==> src/rtl/btn_pkg.sv <==
// Shared constants and types for the push-button event generator.
// Defaults target a 50 MHz clock: ~2.6 ms sample tick, ~52 ms debounce, ~1 s long-press.
package btn_pkg;

  localparam int TICK_DIV_DEF       = 131072;
  localparam int DEBOUNCE_TICKS_DEF = 20;
  localparam int LONG_TICKS_DEF     = 384;

  // Pins are active-low, so the synchronizer powers up reading "released".
  localparam logic [1:0] SYNC_RST = 2'b11;

  typedef struct packed {
    logic press;
    logic rel;
    logic lng;
  } btn_evt_t;

endpackage

==> src/rtl/btn_event_gen_if.sv <==
// Button pins in, debounced levels and single-cycle event pulses out.
// There is no valid/ready handshake: every output is registered and the consumer samples each cycle.
interface btn_event_gen_if #(
  parameter int N_BTN = 2
);

  logic [N_BTN-1:0] BTN;
  logic [N_BTN-1:0] btn_level;
  logic [N_BTN-1:0] btn_press;
  logic [N_BTN-1:0] btn_release;
  logic [N_BTN-1:0] btn_long;

  modport master (
    input  BTN,
    output btn_level,
    output btn_press,
    output btn_release,
    output btn_long
  );

  modport slave (
    output BTN,
    input  btn_level,
    input  btn_press,
    input  btn_release,
    input  btn_long
  );

endinterface

==> src/rtl/btn_debounce_ch.sv <==
// One button channel: 2-FF synchronizer, tick-based debounce counter and long-press hold counter.
// All outputs are registered; event pulses last exactly one clk_50m cycle.
module btn_debounce_ch
  import btn_pkg::*;
#(
  parameter int DEBOUNCE_TICKS = DEBOUNCE_TICKS_DEF,
  parameter int LONG_TICKS     = LONG_TICKS_DEF
) (
  input  logic     clk_50m,
  input  logic     rst_n,
  input  logic     tick,
  input  logic     btn_n,
  output logic     level,
  output btn_evt_t evt
);

  localparam int DW = $clog2(DEBOUNCE_TICKS + 1);
  localparam int HW = $clog2(LONG_TICKS + 1);
  localparam logic [DW-1:0] D_LAST = DW'(DEBOUNCE_TICKS - 1);
  localparam logic [HW-1:0] H_MAX  = HW'(LONG_TICKS);
  localparam logic [HW-1:0] H_LAST = HW'(LONG_TICKS - 1);

  logic [1:0]    sync_q;
  logic [DW-1:0] dcnt_q;
  logic [HW-1:0] hold_q;
  logic          level_q;
  btn_evt_t      evt_q;

  logic pressed_raw;
  logic differ;
  logic accept;

  always_comb begin
    pressed_raw = ~sync_q[1];
    differ      = (pressed_raw != level_q);
    accept      = tick && differ && (dcnt_q == D_LAST);
  end

  always_ff @(posedge clk_50m or negedge rst_n) begin
    if (!rst_n) begin
      sync_q  <= SYNC_RST;
      dcnt_q  <= '0;
      hold_q  <= '0;
      level_q <= 1'b0;
      evt_q   <= '0;
    end else begin
      sync_q <= {sync_q[0], btn_n};
      evt_q  <= '0;

      if (tick) begin
        if (!differ) begin
          dcnt_q <= '0;
        end else if (dcnt_q == D_LAST) begin
          dcnt_q    <= '0;
          level_q   <= ~level_q;
          evt_q.press <= ~level_q;
          evt_q.rel   <= level_q;
        end else begin
          dcnt_q <= dcnt_q + 1'b1;
        end
      end

      // An accepted release on the same tick clears hold, so release beats long-press.
      if (!level_q || accept) begin
        hold_q <= '0;
      end else if (tick && (hold_q < H_MAX)) begin
        hold_q    <= hold_q + 1'b1;
        evt_q.lng <= (hold_q == H_LAST);
      end
    end
  end

  assign level = level_q;
  assign evt   = evt_q;

endmodule

==> src/rtl/btn_event_gen.sv <==
// Top: shared sample-tick generator plus one debounce channel per button.
// Turns raw active-low pins into debounced levels and press/release/long-press pulses.
module btn_event_gen
  import btn_pkg::*;
#(
  parameter int N_BTN          = 2,
  parameter int TICK_DIV       = TICK_DIV_DEF,
  parameter int DEBOUNCE_TICKS = DEBOUNCE_TICKS_DEF,
  parameter int LONG_TICKS     = LONG_TICKS_DEF
) (
  input logic              clk_50m,
  input logic              rst_n,
  btn_event_gen_if.master  bus
);

  localparam int TW = (TICK_DIV > 1) ? $clog2(TICK_DIV) : 1;
  localparam logic [TW-1:0] T_LAST = TW'(TICK_DIV - 1);

  logic [TW-1:0] tick_cnt_q;
  logic          tick;

  assign tick = (tick_cnt_q == T_LAST);

  always_ff @(posedge clk_50m or negedge rst_n) begin
    if (!rst_n) begin
      tick_cnt_q <= '0;
    end else if (tick) begin
      tick_cnt_q <= '0;
    end else begin
      tick_cnt_q <= tick_cnt_q + 1'b1;
    end
  end

  for (genvar i = 0; i < N_BTN; i++) begin : g_ch
    btn_evt_t evt;
    logic     lvl;

    btn_debounce_ch #(
      .DEBOUNCE_TICKS (DEBOUNCE_TICKS),
      .LONG_TICKS     (LONG_TICKS)
    ) u_ch (
      .clk_50m (clk_50m),
      .rst_n   (rst_n),
      .tick    (tick),
      .btn_n   (bus.BTN[i]),
      .level   (lvl),
      .evt     (evt)
    );

    assign bus.btn_level[i]   = lvl;
    assign bus.btn_press[i]   = evt.press;
    assign bus.btn_release[i] = evt.rel;
    assign bus.btn_long[i]    = evt.lng;
  end

endmodule

==> src/flat_wrapper.sv <==
// flat-port wrapper written by rule: the top's interface ports become plain ports
module btn_event_gen_flat import btn_pkg::*;
#(
  parameter int N_BTN          = 2,
  parameter int TICK_DIV       = TICK_DIV_DEF,
  parameter int DEBOUNCE_TICKS = DEBOUNCE_TICKS_DEF,
  parameter int LONG_TICKS     = LONG_TICKS_DEF
)
  (clk_50m, rst_n, bus_BTN, bus_btn_level, bus_btn_press, bus_btn_release, bus_btn_long);
  btn_event_gen_if #(.N_BTN(N_BTN)) bus_i ();
  input logic clk_50m;
  input logic rst_n;
  input wire logic [$bits(bus_i.BTN)-1:0] bus_BTN;
  output wire logic [$bits(bus_i.btn_level)-1:0] bus_btn_level;
  output wire logic [$bits(bus_i.btn_press)-1:0] bus_btn_press;
  output wire logic [$bits(bus_i.btn_release)-1:0] bus_btn_release;
  output wire logic [$bits(bus_i.btn_long)-1:0] bus_btn_long;
  assign bus_i.BTN = bus_BTN;
  assign bus_btn_level = bus_i.btn_level;
  assign bus_btn_press = bus_i.btn_press;
  assign bus_btn_release = bus_i.btn_release;
  assign bus_btn_long = bus_i.btn_long;
  btn_event_gen #(.N_BTN(N_BTN), .TICK_DIV(TICK_DIV), .DEBOUNCE_TICKS(DEBOUNCE_TICKS), .LONG_TICKS(LONG_TICKS)) u_core (.clk_50m(clk_50m), .rst_n(rst_n), .bus(bus_i));
endmodule
==> config.mk <==
export PLATFORM = sky130hd
export DESIGN_NAME = btn_event_gen_flat
export DESIGN_NICKNAME = d
export VERILOG_FILES = /design/src/rtl/btn_pkg.sv /design/src/rtl/btn_event_gen_if.sv /design/src/rtl/btn_debounce_ch.sv /design/src/rtl/btn_event_gen.sv /design/src/flat_wrapper.sv
export SDC_FILE = /design/constraint.sdc
export NUM_CORES = 1
export LEC_CHECK = 0
export BUFFER_PORTS_ARGS = -buffer_cell sky130_fd_sc_hd__buf_2
export CAP_MARGIN = 40
export CORE_UTILIZATION = 65
export DETAILED_ROUTE_END_ITERATION = 6
export GPL_ROUTABILITY_DRIVEN = 0
export MAX_ROUTING_LAYER = met4
export PLACE_DENSITY = 0.85
export SLEW_MARGIN = 30
export SYNTH_ARGS = -nofsm -noshare
export SYNTH_HDL_FRONTEND = slang
export SYNTH_SLANG_ARGS = --single-unit
==> constraint.sdc <==
create_clock -name clk_50m -period 6.4 [get_ports clk_50m]
set_input_delay 0.32 -clock clk_50m [delete_from_list [all_inputs] [get_ports clk_50m]]
set_output_delay 0.32 -clock clk_50m [all_outputs]
set_load 0.03 [all_outputs]
==> impl_summary.txt <==
----------------------------------------------------
[Status]
  Result of the run ... complete, no violations

[Hold path]
  Hold-critical path endpoint ... u_core.g_ch[0].u_ch.sync_q[0]
  Type of the tightest min-delay check ... input pin to flip-flop
  Start point of the worst hold path ... bus_BTN[0]
  Cell depth of the worst hold path ... 1

[Clock network]
  Number of buffers added for setup after CTS ... 0
  Library cell used as clock root buffer ... sky130_fd_sc_hd__clkbuf_8
  CTS Buf Count ... 9
  Bufs on Longest Clock Path ... 2
  Quantity of hold-fixing buffers added after cts ... 0
  PostCTS Resize Cnt ... 0
  Clock tree from TritonCTS ... built
  Insertion delay to the later sink of the worst-skew pair ... 0.34 ns
  H-Tree Depth ... 3
  Clock sink count ... 57
  Clock-pin slew reported for the worst setup and hold paths after clock tree synthesis ... 0.06 ns

[Place]
  Cell Area, Placed ... 0.00283 mm2
  Post-detail-place hpwl ... 3.24 mm
  PortBufs ... 11
  Placed cell count ... 316

[Critical path]
  Worst EP required ... 6.58 ns
  Maximum fanout count along the critical path ... 15
  Setup CP Type ... flip-flop to flip-flop
  Kind of launch point of the worst setup path ... flip-flop
  Setup slack on the worst flop-to-flop path ... 3.55 ns
  Worst reg2reg path depth ... 7
  Critical R2R Capture ... u_core.g_ch[1].u_ch.evt[0]
  Data arrival time of the critical path ... 3.03 ns
  Startpoint of the most critical register-to-register path ... u_core.tick_cnt_q[3]
  Element type at the critical path end ... flip-flop

[Layout]
  Most common library cell in the layout ignoring fill and taps ... sky130_fd_sc_hd__dfrtp_1
  Final design instance area without fill ... 0.00302 mm2
  Final Instance Count excl. Fillers ... 332
  Fraction of layout cells with a size suffix above 1 ... 13.5%
  Area of the multi-input gates ... 0.00123 mm2
  Number of diodes added for antenna fixing ... 0
  Register area ... 0.00143 mm2
  Top library cells by usage in the layout, fill and taps aside ... sky130_fd_sc_hd__dfrtp_1, sky130_fd_sc_hd__a21oi_1, sky130_fd_sc_hd__nand3_1, sky130_fd_sc_hd__nor2_1
  Fill cell count ... 277
  Synth-to-Final Area Change ... 8.45%
  Post-layout net count ... 287

[Yosys]
  Share of async-settable or async-resettable flops after synthesis ... 100%
  Count of mapped cells out of synthesis ... 266
  Most used flip-flop cell after synthesis ... sky130_fd_sc_hd__dfrtp_1
  Cell area after synthesis ... 0.00279 mm2
  Number of enable flip-flop cells after synthesis ... 0
  Average footprint of a synthesized cell ... 10.5 um2
  Number of library cell types mapped by synthesis ... 46
  Number of warning messages in the yosys log ... 0
  Part of the Yosys area used for sequential elements ... 51.4%
  Post-Synthesis Net Count ... 276
  Flops & latches, synth ... 57

[Floorplan]
  Die Ht ... 67.5 um
  Initial Util ... 68.6%
  IO Count ... 12
  DIE AREA ... 0.00455 mm2
  Core Area ... 0.00406 mm2
  Floorplan row count ... 23
  Overall die width ... 67.5 um

[Global routing]
  Global-route usage over all layers ... 26.3%
  Overall overflow remaining after global route ... 0
  Largest net degree at the start of global routing ... 58
  Via count of the first global-routing pass ... 1829
  First-pass GRT wire length ... 8.33 mm
  Initial antenna violation count ... 0

[Timing]
  Timing-limited maximum frequency ... 350 MHz
  RSZ-0062 raised after global routing ... no
  Final hold vios ... 0
  Post-Route Hold Slack ... 0.0821 ns
  Share of the cycle needed by the critical path after routing ... 44.6%
  Final Slew Violations ... 0
  Final critical delay including setup and external delays ... 2.85 ns
  Final TNS setup ... 0 ns
  Final setup violation count ... 0
  Setup skew after layout ... 0.00809 ns
  Relative slew margins ... 49.6%
  Worst Max-Slew Pin Slew ... 0.752 ns

[Route]
  DRC violation count after routing ... 0
  Post-detailed-route wirelength per cell ... 15.5 um
  Post-DRT Antenna Nets ... 0
  Total number of vias ... 2085
  DRT Wirelength ... 5.14 mm
  Iteration-0 DRC Markers ... 130
  Detailed Routing Iterations Pass 1 ... 4
  Post-detailed-route via-to-cell ratio ... 6.28

[Flow run]
  MaxCap Viol Count ... 0

[Pwr]
  Leak ... 1.23 nW
  Peak supply drop ... 0.158 mV
  Total power density per cell area ... 232 mW/mm2

----------------------------------------------------
## worst max-delay path by stage
stage / start / slack, ns / endpoint / cells after the start
2_1_floorplan: u_core.tick_cnt_q[3] / 4.12 / u_core.g_ch[0].u_ch.evt[0] / 10
3_3_place_gp: u_core.tick_cnt_q[3] / 3.72 / u_core.g_ch[1].u_ch.hold_q[0] / 7
3_5_place_dp: u_core.tick_cnt_q[3] / 3.58 / u_core.g_ch[1].u_ch.evt[0] / 7
4_1_cts: u_core.tick_cnt_q[3] / 3.55 / u_core.g_ch[0].u_ch.hold_q[0] / 7
5_1_grt: u_core.tick_cnt_q[7] / 3.31 / u_core.g_ch[0].u_ch.hold_q[0] / 7
6_report: u_core.tick_cnt_q[3] / 3.55 / u_core.g_ch[1].u_ch.evt[0] / 7
## area by class of cell
type                    instances  share of cell area [%]
clock inverters                 3                    1.33
clock buffers                  13                    4.93
well taps                      50                    2.07
repair buffers                 13                    2.32
inverters                      11                    1.37
flip-flops and latches         57                    47.4
multi-input cells             185                    40.6
## logic make-up after synthesis
family,Yosys count,share of synthesized area (%)
adders and majority gates,6,2.70
buffers and inverters,24,4.58
muxes,9,3.41
AOI/OAI and AO/OA,60,14.0
DFF,57,51.4
and+or+nand+nor,99,20.5
xor gates and xnor gates,11,3.46
## worst max-delay path, stage by stage, from the launching register on
cell,delay (ns)
sky130_fd_sc_hd__dfrtp_1,0.46
sky130_fd_sc_hd__nand4_4,0.23
sky130_fd_sc_hd__nor4_1,0.30
sky130_fd_sc_hd__and2_1,0.18
sky130_fd_sc_hd__ha_1,0.46
sky130_fd_sc_hd__inv_2,0.22
sky130_fd_sc_hd__o31ai_2,0.72
sky130_fd_sc_hd__nor4_1,0.12
## per-layer routing
layer	track usage (%)	up-vias	wire length, um	share of wire, %
met3	7.09	10	150	2.9
li1	-	999	-	-
met5	-	-	0	0
met2	39.9	31	2600	50
met4	13.3	0	99	1.9
met1	32.1	1045	2300	45
## synthesized netlist by cell type, types with 4 or more instances
cell,count,area (um2)
sky130_fd_sc_hd__dfrtp_1,53,1330
sky130_fd_sc_hd__a21oi_1,21,105
sky130_fd_sc_hd__nand3_1,16,80.1
sky130_fd_sc_hd__nor2_1,15,56.3
sky130_fd_sc_hd__nand2_1,14,52.6
sky130_fd_sc_hd__o21ai_0,14,70.1
sky130_fd_sc_hd__or3_1,11,68.8
sky130_fd_sc_hd__inv_1,10,37.5
sky130_fd_sc_hd__o31ai_1,10,75.1
sky130_fd_sc_hd__or4_1,10,75.1
sky130_fd_sc_hd__nor2b_1,7,43.8
sky130_fd_sc_hd__nor4_1,7,43.8
sky130_fd_sc_hd__xor2_1,7,61.3
sky130_fd_sc_hd__buf_2,6,30.0
sky130_fd_sc_hd__ha_1,6,75.1
sky130_fd_sc_hd__nand4_1,6,37.5
sky130_fd_sc_hd__mux2i_1,5,50.1
sky130_fd_sc_hd__dfstp_2,4,105
sky130_fd_sc_hd__o2bb2ai_1,4,35.0
sky130_fd_sc_hd__xnor2_1,4,35.0
## metrics by stage
stage	setup slack (ns)	power, W	util, %
final	3.55	0.000700	74.4
after CTS	3.55	0.000707	74.4
after detailed placement	3.58	0.000381	69.8
after global placement	3.72	0.000381	69.8
after floorplan	4.12	0.000372	-
after global routing	3.31	0.000724	74.4
## sequential cells by signal, summed over array words and instances, names as in the netlist
signal,flops
u_core.g_ch.u_ch.sync_q,4
u_core.g_ch.u_ch.level,2
u_core.tick_cnt_q,17
u_core.g_ch.u_ch.evt,6
u_core.g_ch.u_ch.dcnt_q,10
u_core.g_ch.u_ch.hold_q,18
## report_power, final
group	internal (W)	total, W	leakage (nW)	switching (W)
sequential	0.000363	0.000364	0.768	0.00000107
combinational	0.00000180	0.00000987	0.365	0.00000808
clock	0.000189	0.000327	0.0974	0.000137
total	0.000554	0.000700	1.23	0.000146
Note: power is estimated with default switching activity, not from simulation.
